--- src/rtl/loc_sampler_pkg.sv ---
// Shared fixed-weight sampler definitions: default parameter set, FSM states, clog2 helper.
package loc_sampler_pkg;

    localparam int unsigned M_DEF      = 13;
    localparam int unsigned N_DEF      = 4608;
    localparam int unsigned TAU_DEF    = 96;
    localparam int unsigned RAND_W_DEF = 16;

    typedef enum logic [1:0] {
        S_IDLE,
        S_FILL,
        S_FULL
    } state_t;

    function automatic int unsigned clog2(input int unsigned v);
        int unsigned r;
        r = 0;
        for (int unsigned i = 0; i < 32; i++) begin
            if ((64'd1 << i) < 64'(v)) r = i + 1;
        end
        return r;
    endfunction

endpackage

--- src/rtl/mem_dual.sv ---
// Simple dual-port RAM: port 0 writes, port 1 registered read that holds when not enabled.
module mem_dual
    import loc_sampler_pkg::*;
#(
    parameter int unsigned WIDTH = 13,
    parameter int unsigned DEPTH = 96,
    parameter int unsigned AW    = clog2(DEPTH)
) (
    input  logic             clk,
    input  logic             rst,
    input  logic             we0,
    input  logic [AW-1:0]    addr0,
    input  logic [WIDTH-1:0] din0,
    input  logic             re1,
    input  logic [AW-1:0]    addr1,
    output logic [WIDTH-1:0] dout1
);

    logic [WIDTH-1:0] mem [DEPTH];

    // Storage is deliberately never reset; only the read register is.
    always_ff @(posedge clk) begin
        if (we0) mem[addr0] <= din0;
    end

    always_ff @(posedge clk) begin
        if (rst) begin
            dout1 <= '0;
        end else if (re1) begin
            dout1 <= (32'(addr1) < DEPTH) ? mem[addr1] : '0;
        end
    end

endmodule

--- src/rtl/loc_sampler.sv ---
// Rejection sampler filling a batch of TAU error locations below N from random words.
// Optional feature: define REJECT_CNT_EN to add the saturating reject_cnt output.
module loc_sampler
    import loc_sampler_pkg::*;
#(
    parameter int unsigned m      = M_DEF,
    parameter int unsigned N      = N_DEF,
    parameter int unsigned TAU    = TAU_DEF,
    parameter int unsigned RAND_W = RAND_W_DEF,
    parameter int unsigned LOGTAU = clog2(TAU)
) (
    input  logic              clk,
    input  logic              rst,
    input  logic              start,
    input  logic [RAND_W-1:0] rand_in,
    input  logic              rand_valid,
    output logic              rand_ready,
    input  logic              loc_rd_en,
    input  logic [LOGTAU-1:0] loc_rd_addr,
    output logic [m-1:0]      location,
    output logic              loc_ready,
    input  logic              collision,
    input  logic              consumed
`ifdef REJECT_CNT_EN
    ,
    output logic [15:0]       reject_cnt
`endif
);

    localparam logic [m:0] N_LIM = (m + 1)'(N);

    state_t            state;
    logic [LOGTAU-1:0] wr_ptr;
    logic [m-1:0]      cand;
    logic              in_range;
    logic              hs;
    logic              last;
    logic              we;
    logic              unused_rand;

    assign cand        = rand_in[m-1:0];
    assign unused_rand = ^rand_in;
    // Extra top bit lets N = 2^m accept every word.
    assign in_range    = {1'b0, cand} < N_LIM;
    assign hs          = rand_valid && rand_ready;
    assign last        = (wr_ptr == LOGTAU'(TAU - 1));
    assign we          = hs && in_range && !collision;

    always_ff @(posedge clk) begin
        if (rst) begin
            state      <= S_IDLE;
            wr_ptr     <= '0;
            loc_ready  <= 1'b0;
            rand_ready <= 1'b0;
        end else begin
            case (state)
                S_IDLE: begin
                    if (start) begin
                        wr_ptr     <= '0;
                        state      <= S_FILL;
                        rand_ready <= 1'b1;
                    end
                end
                S_FILL: begin
                    if (collision) begin
                        wr_ptr    <= '0;
                        loc_ready <= 1'b0;
                    end else if (hs && in_range) begin
                        if (last) begin
                            wr_ptr     <= '0;
                            state      <= S_FULL;
                            loc_ready  <= 1'b1;
                            rand_ready <= 1'b0;
                        end else begin
                            wr_ptr <= wr_ptr + 1'b1;
                        end
                    end
                end
                S_FULL: begin
                    if (collision) begin
                        wr_ptr     <= '0;
                        loc_ready  <= 1'b0;
                        state      <= S_FILL;
                        rand_ready <= 1'b1;
                    end else if (consumed) begin
                        loc_ready <= 1'b0;
                        state     <= S_IDLE;
                    end
                end
                default: begin
                    state      <= S_IDLE;
                    wr_ptr     <= '0;
                    loc_ready  <= 1'b0;
                    rand_ready <= 1'b0;
                end
            endcase
        end
    end

`ifdef REJECT_CNT_EN
    always_ff @(posedge clk) begin
        if (rst) begin
            reject_cnt <= '0;
        end else if (state == S_IDLE && start) begin
            reject_cnt <= '0;
        end else if (hs && !in_range && reject_cnt != 16'hFFFF) begin
            reject_cnt <= reject_cnt + 16'd1;
        end
    end
`endif

    mem_dual #(
        .WIDTH(m),
        .DEPTH(TAU),
        .AW   (LOGTAU)
    ) u_buf (
        .clk  (clk),
        .rst  (rst),
        .we0  (we),
        .addr0(wr_ptr),
        .din0 (cand),
        .re1  (loc_rd_en),
        .addr1(loc_rd_addr),
        .dout1(location)
    );

endmodule

--- config.mk ---
export PLATFORM = sky130hd
export DESIGN_NAME = loc_sampler
export DESIGN_NICKNAME = d
export VERILOG_FILES = /design/src/rtl/loc_sampler_pkg.sv /design/src/rtl/mem_dual.sv /design/src/rtl/loc_sampler.sv
export SDC_FILE = /design/constraint.sdc
export NUM_CORES = 1
export LEC_CHECK = 0
export ABC_AREA = 1
export CAP_MARGIN = 20
export CORE_ASPECT_RATIO = 0.8
export CORE_MARGIN = 4
export CORE_UTILIZATION = 48
export DETAILED_ROUTE_END_ITERATION = 8
export HOLD_SLACK_MARGIN = 0.02
export PLACE_DENSITY = 0.73
export SLEW_MARGIN = 0
export SYNTH_ARGS = -nofsm -noshare
export SYNTH_HDL_FRONTEND = slang
export SYNTH_SLANG_ARGS = --single-unit
--- constraint.sdc ---
create_clock -name clk -period 4.9 [get_ports clk]
set_input_delay 1.47 -clock clk [delete_from_list [all_inputs] [get_ports clk]]
set_output_delay 1.47 -clock clk [all_outputs]
set_load 0.05 [all_outputs]
-- Word-level counts from Yosys, hierarchy flattened
Memory sizes are Yosys's and may differ from the RTL's.
Index checks and enable logic that the tools add are counted.
W data, S select, Z words.
- bits in writable memories: 1248
- input bits: 30
- output and inout port bits: 15
- memories: 1
- word-level logic and storage cells: 58
- register bits after elaboration: 24
- multiplexer cells: 28
- $lt $le $gt $ge: 2
- add/sub/neg operators: 1
- eq/ne operators: 11
- bitwise operators: 1
- reduce and logical (&&, ||, !) cells: 9
- memories (memory ; words ; bits a word ; rd ports ; clocked after memory_dff ; write ports ; line ; source):
    u_buf.mem ; 96 ; 13 ; 1 ; 0 ; 1 ; mem_dual.sv:19 ; logic [WIDTH-1:0] mem [DEPTH];
- operator list (kind ; number):
    $mux W7 ; 5
    $pmux W7 S3 ; 1
    $lt A13 B13 Y1 const B ; 1
    $mux W13 ; 1
    $mux W1 ; 12
    $mux W2 ; 6
    $ne A2 B2 Y1 const B ; 5
    $reduce_and A5 Y1 ; 2
    $ne A3 B3 Y1 const B ; 3
    $add A7 B1 Y7 const B ; 1
    $eq A7 B7 Y1 const B ; 1
    $lt A7 B7 Y1 const B ; 1
    $pmux W1 S3 ; 2
    $pmux W2 S3 ; 1
    $reduce_and A4 Y1 ; 1
    $logic_and A1 B1 Y1 ; 3
    $reduce_and A3 Y1 ; 1
    $eq A2 B1 Y1 const B ; 1
    $eq A2 B2 Y1 const B ; 1
    $logic_not A2 Y1 ; 1
    $logic_not A1 Y1 ; 1
    $not A1 Y1 ; 1

-- Depth between registers and ports, before layout
- depth in word-level cells: 5
- depth in mapped cells: 16
- depth with buffers taken out: 13

-- Modules after synthesis
Synthesis repeated with hierarchy kept, for this count alone.
- cell total of the unflattened synthesis: 4400
- area, all modules: 51906.0 um2
- modules (own cells, without submodules) (module ; sequential area each (um2) ; area an instance (um2) ; times used ; cells each):
    mem_dual ; 37736.2 ; 51240.4 ; 1 ; 4293
    loc_sampler ; 220.2 ; 665.6 ; 1 ; 107

-- Worst setup path after synthesis
No wires, ideal clock.
- path type: input to register
- start point: input rand_in[11]
- end point: memory u_buf.mem[17][0] (enable)
- required time: 4.518 ns
- slack: 1.407 ns
- stages on the path: 8
- data arrival time: 3.111 ns
- path through: o31ai_1 > nand3_1 > nor2_1 > inv_1 > nor2_1 > nand3_1 > clkbuf_1 > nor2_1
- word-level cells in the longest chain between the ends: 5
- RTL lines (element ; line ; source):
    start, declared ; loc_sampler.sv:15 ; input logic [RAND_W-1:0] rand_in,
    $lt A13 B13 Y1 ; loc_sampler.sv:44 ; assign in_range = {1'b0, cand} < N_LIM;
    $logic_and A1 B1 Y1 (2 in series) ; loc_sampler.sv:47 ; assign we = hs && in_range && !collision;
    $mux W1 ; mem_dual.sv:23 ; if (we0) mem[addr0] <= din0;
    $mux W1 (not written as such) ; mem_dual.sv:23 ;
    end, declared ; mem_dual.sv:19 ;
Every way passes these cells.

-- Worst setup path after layout
- start point: input rand_in[11]
- end point: memory u_buf.mem[81][1] (enable)
The elaborated chain is that of the path after synthesis.

==> results.cfg <==
[clock_tree]
cts_tree = yes
hold_buffers = 0
numCtsBuffers = 115
post_cts_buffers = 0
clkLatencyLatePin_ns = 0.73
cts.clk_slew.worst_paths_ns = 0.06
cts_resized = 0
cts.sinks = 1272
h-tree-depth = 3
ctsLongestPathBuffers = 3
cts-root-buf = clkbuf_16

[yosys]
synth_edf_count = 1248
synth.most_common_cell = nand2_1
synth_top_area_share_pct = 72.5
synth_warnings = 0
synth.top_cells.by_count = 1412 x nand2_1, 1248 x edfxtp_1, 837 x nand3_1
synth.distinct_cells = 28
synth_area_um2 = 51700
syn_nets = 4397
syn_inst = 4366
yosysSeqAreaShare_pct = 73.4
synth_ff_type = edfxtp_1
ys_ff_latch = 1272
synth_top_area_cell = edfxtp_1
ys_async_sr_fraction_pct = 0
synthTopCellsByArea = edfxtp_1 73%, nand2_1 10%, nand3_1 8.1%, nor2_1 1.9%, buf_2 1.1%
avgSynthCellArea_um2 = 11.8

[sta]
relSlewSlack_pct = 29.2
period_needed_ns = 3.90
setup_viol = 0
worst_pin_slew_ns = 1.06
skew_ns = 0.0243
final_max_slew_viol_count = 0
tns_ns = 0
timing.hold.ws_ns = 0.468
max_freq_ghz = 0.257
setup_ws_ns = 1.00
rsz0062_at_grt = no
finalHoldViolations = 0
fin_crit_sh_pct = 79.5

[global_routing]
gr-usage-all-layers_pct = 23.1
antenna_found_initial = 1
grt_max_degree = 136
grt_pass1_wl_um = 198000
grt_pass1_vias = 31900
grt_remaining_overflow = 0

[floorplan]
start_util_pct = 48.4
dieArea_um2 = 113000
ios = 45
rows = 107
die_y_um = 302
die_w_um = 375
design.core.area_um2 = 107000

[setup_path]
startpoint_type = primary input
r2r-end = u_buf.mem[81][1]$_DFFE_PP_
worstSetupEndpointType = flop
reg2reg_depth = 8
cp_max_fo = 13
arrival_ns = 4.31
r2r_start = rand_ready$_SDFFE_PP0P_
ff2ff_setup_slack_ns = 2.10
crit_required_ns = 5.31
path_class = in2reg

[detailed_routing]
routed_wl_um = 133000
first_pass_iters = 6
vias = 34300
viasPerCell = 5.77
dr.first_iter.drc_count = 4475
drcViolationCount = 0
routedWlPerCell_um = 22.3
detail-route-antenna-nets = 0

[cells_and_area]
layout.nets = 4461
syn2layout_area_growth_pct = 12.0
drive_above_1_share_pct = 8.59
final_cells = 5948
fillers = 8512

[hold_path]
min_delay_path_depth = 2
worstHoldStart = loc_ready$_SDFFE_PP0P_
hp-class = reg2reg
holdPathEnd = loc_ready$_SDFFE_PP0P_

[placed_design]
gp_congestion = 0.884
dpl_worst_slack_ns = 0.363
dp_hpwl_um = 74700
dp.cells = 5727
io_buffer_count = 41

[pwr]
p_per_area_nw_per_um2 = 389
peakVddDrop_uv = 369
p_leak_nw = 20.5
power_mw = 22.5

[outcome]
status = finished clean

[job]
drv_cap = 0
-- critical path: stages --
cell	delay (ns)
buf_4	0.17
o31ai_1	0.46
nand3_1	0.20
nor2_1	0.37
inv_1	0.11
nor2_1	0.25
nand3_1	0.48
buf_4	0.36
nor2_1	0.13
buf_4	0.26
-- cell families after synthesis --
group	synth area share [%]
buffers and inverters	3.19
adders and majority gates	0.0242
AOI/OAI and AO/OA	3.01
xor gates and xnor gates	0.0169
DFF	73.4
and+or+nand+nor	20.3
-- layer usage --
layer	global-route usage, %	share of wire [%]
met2	35.2	45
met4	6.71	2.5
met5	0	0
met1	34.1	41
met3	4.69	11
-- registers in the layout, summed over array words and instances (netlist names) --
register and cells:
wr_ptr 7, state 2, u_buf.mem 1248, rand_ready 1
loc_ready 1, u_buf.dout1 13
-- layout make-up --
| class | instances | area (µm²) | area share (%) |
|---|---|---|---|
| Antenna cell | 1 | 2.50 | 0.00432 |
| Timing Repair Buffer | 229 | 2080 | 3.59 |
| Multi-Input combinational cell | 2781 | 12100 | 20.9 |
| Clock buffer | 152 | 3140 | 5.43 |
| Tap cell | 1417 | 1770 | 3.06 |
| Inverter | 31 | 136 | 0.236 |
| Sequential cell | 1272 | 38000 | 65.6 |
| Clock inverter | 65 | 704 | 1.22 |
-- through the flow --
step / util, % / instance area [µm²]
global route: 54.2 / 57900
floorplan: - / 51700
finish: 54.2 / 57900
CTS: 54.2 / 57800
detailed placement: 50.6 / 54000
global placement: 50.6 / 54000
-- report_power, final --
| group | switching, mW | internal (mW) | leakage [nW] |
|---|---|---|---|
| logic | 1.03 | 0.348 | 7.22 |
| clock network | 3.93 | 5.24 | 1.87 |
| registers | 0.0197 | 11.9 | 11.4 |
-- worst max path at each step --
stage	endpoint	start
floorplan	u_buf.mem[17][0]$_DFFE_PP_	rand_in[11]
global placement	u_buf.mem[81][6]$_DFFE_PP_	rand_in[11]
detailed placement	u_buf.mem[81][0]$_DFFE_PP_	rand_in[11]
CTS	u_buf.mem[81][11]$_DFFE_PP_	rand_in[11]
global route	u_buf.mem[81][9]$_DFFE_PP_	rand_in[11]
finish	u_buf.mem[81][1]$_DFFE_PP_	rand_in[11]
-- placed cells by master (no fill, tap or decap), types with 2 or more instances in the layout --
cell type	n
o221ai_1	13
nor2_1	261
buf_2	2
a21oi_2	13
clkinvlp_4	4
inv_6	3
buf_8	2
clkdlybuf4s50_1	23
nor3_1	3
nand3_1	837
buf_4	180
clkinv_1	24
a21oi_1	86
a211oi_1	2
o21ai_0	94
buf_12	20
buf_16	2
clkbuf_8	4
edfxtp_1	1248
inv_8	2
o211ai_1	13
dfxtp_1	24
o31ai_1	40
nand2_1	1412
clkinv_2	19
clkbuf_1	29
inv_1	26
bufinv_16	14
clkbuf_16	119
Power figures use the tool's default switching activity.
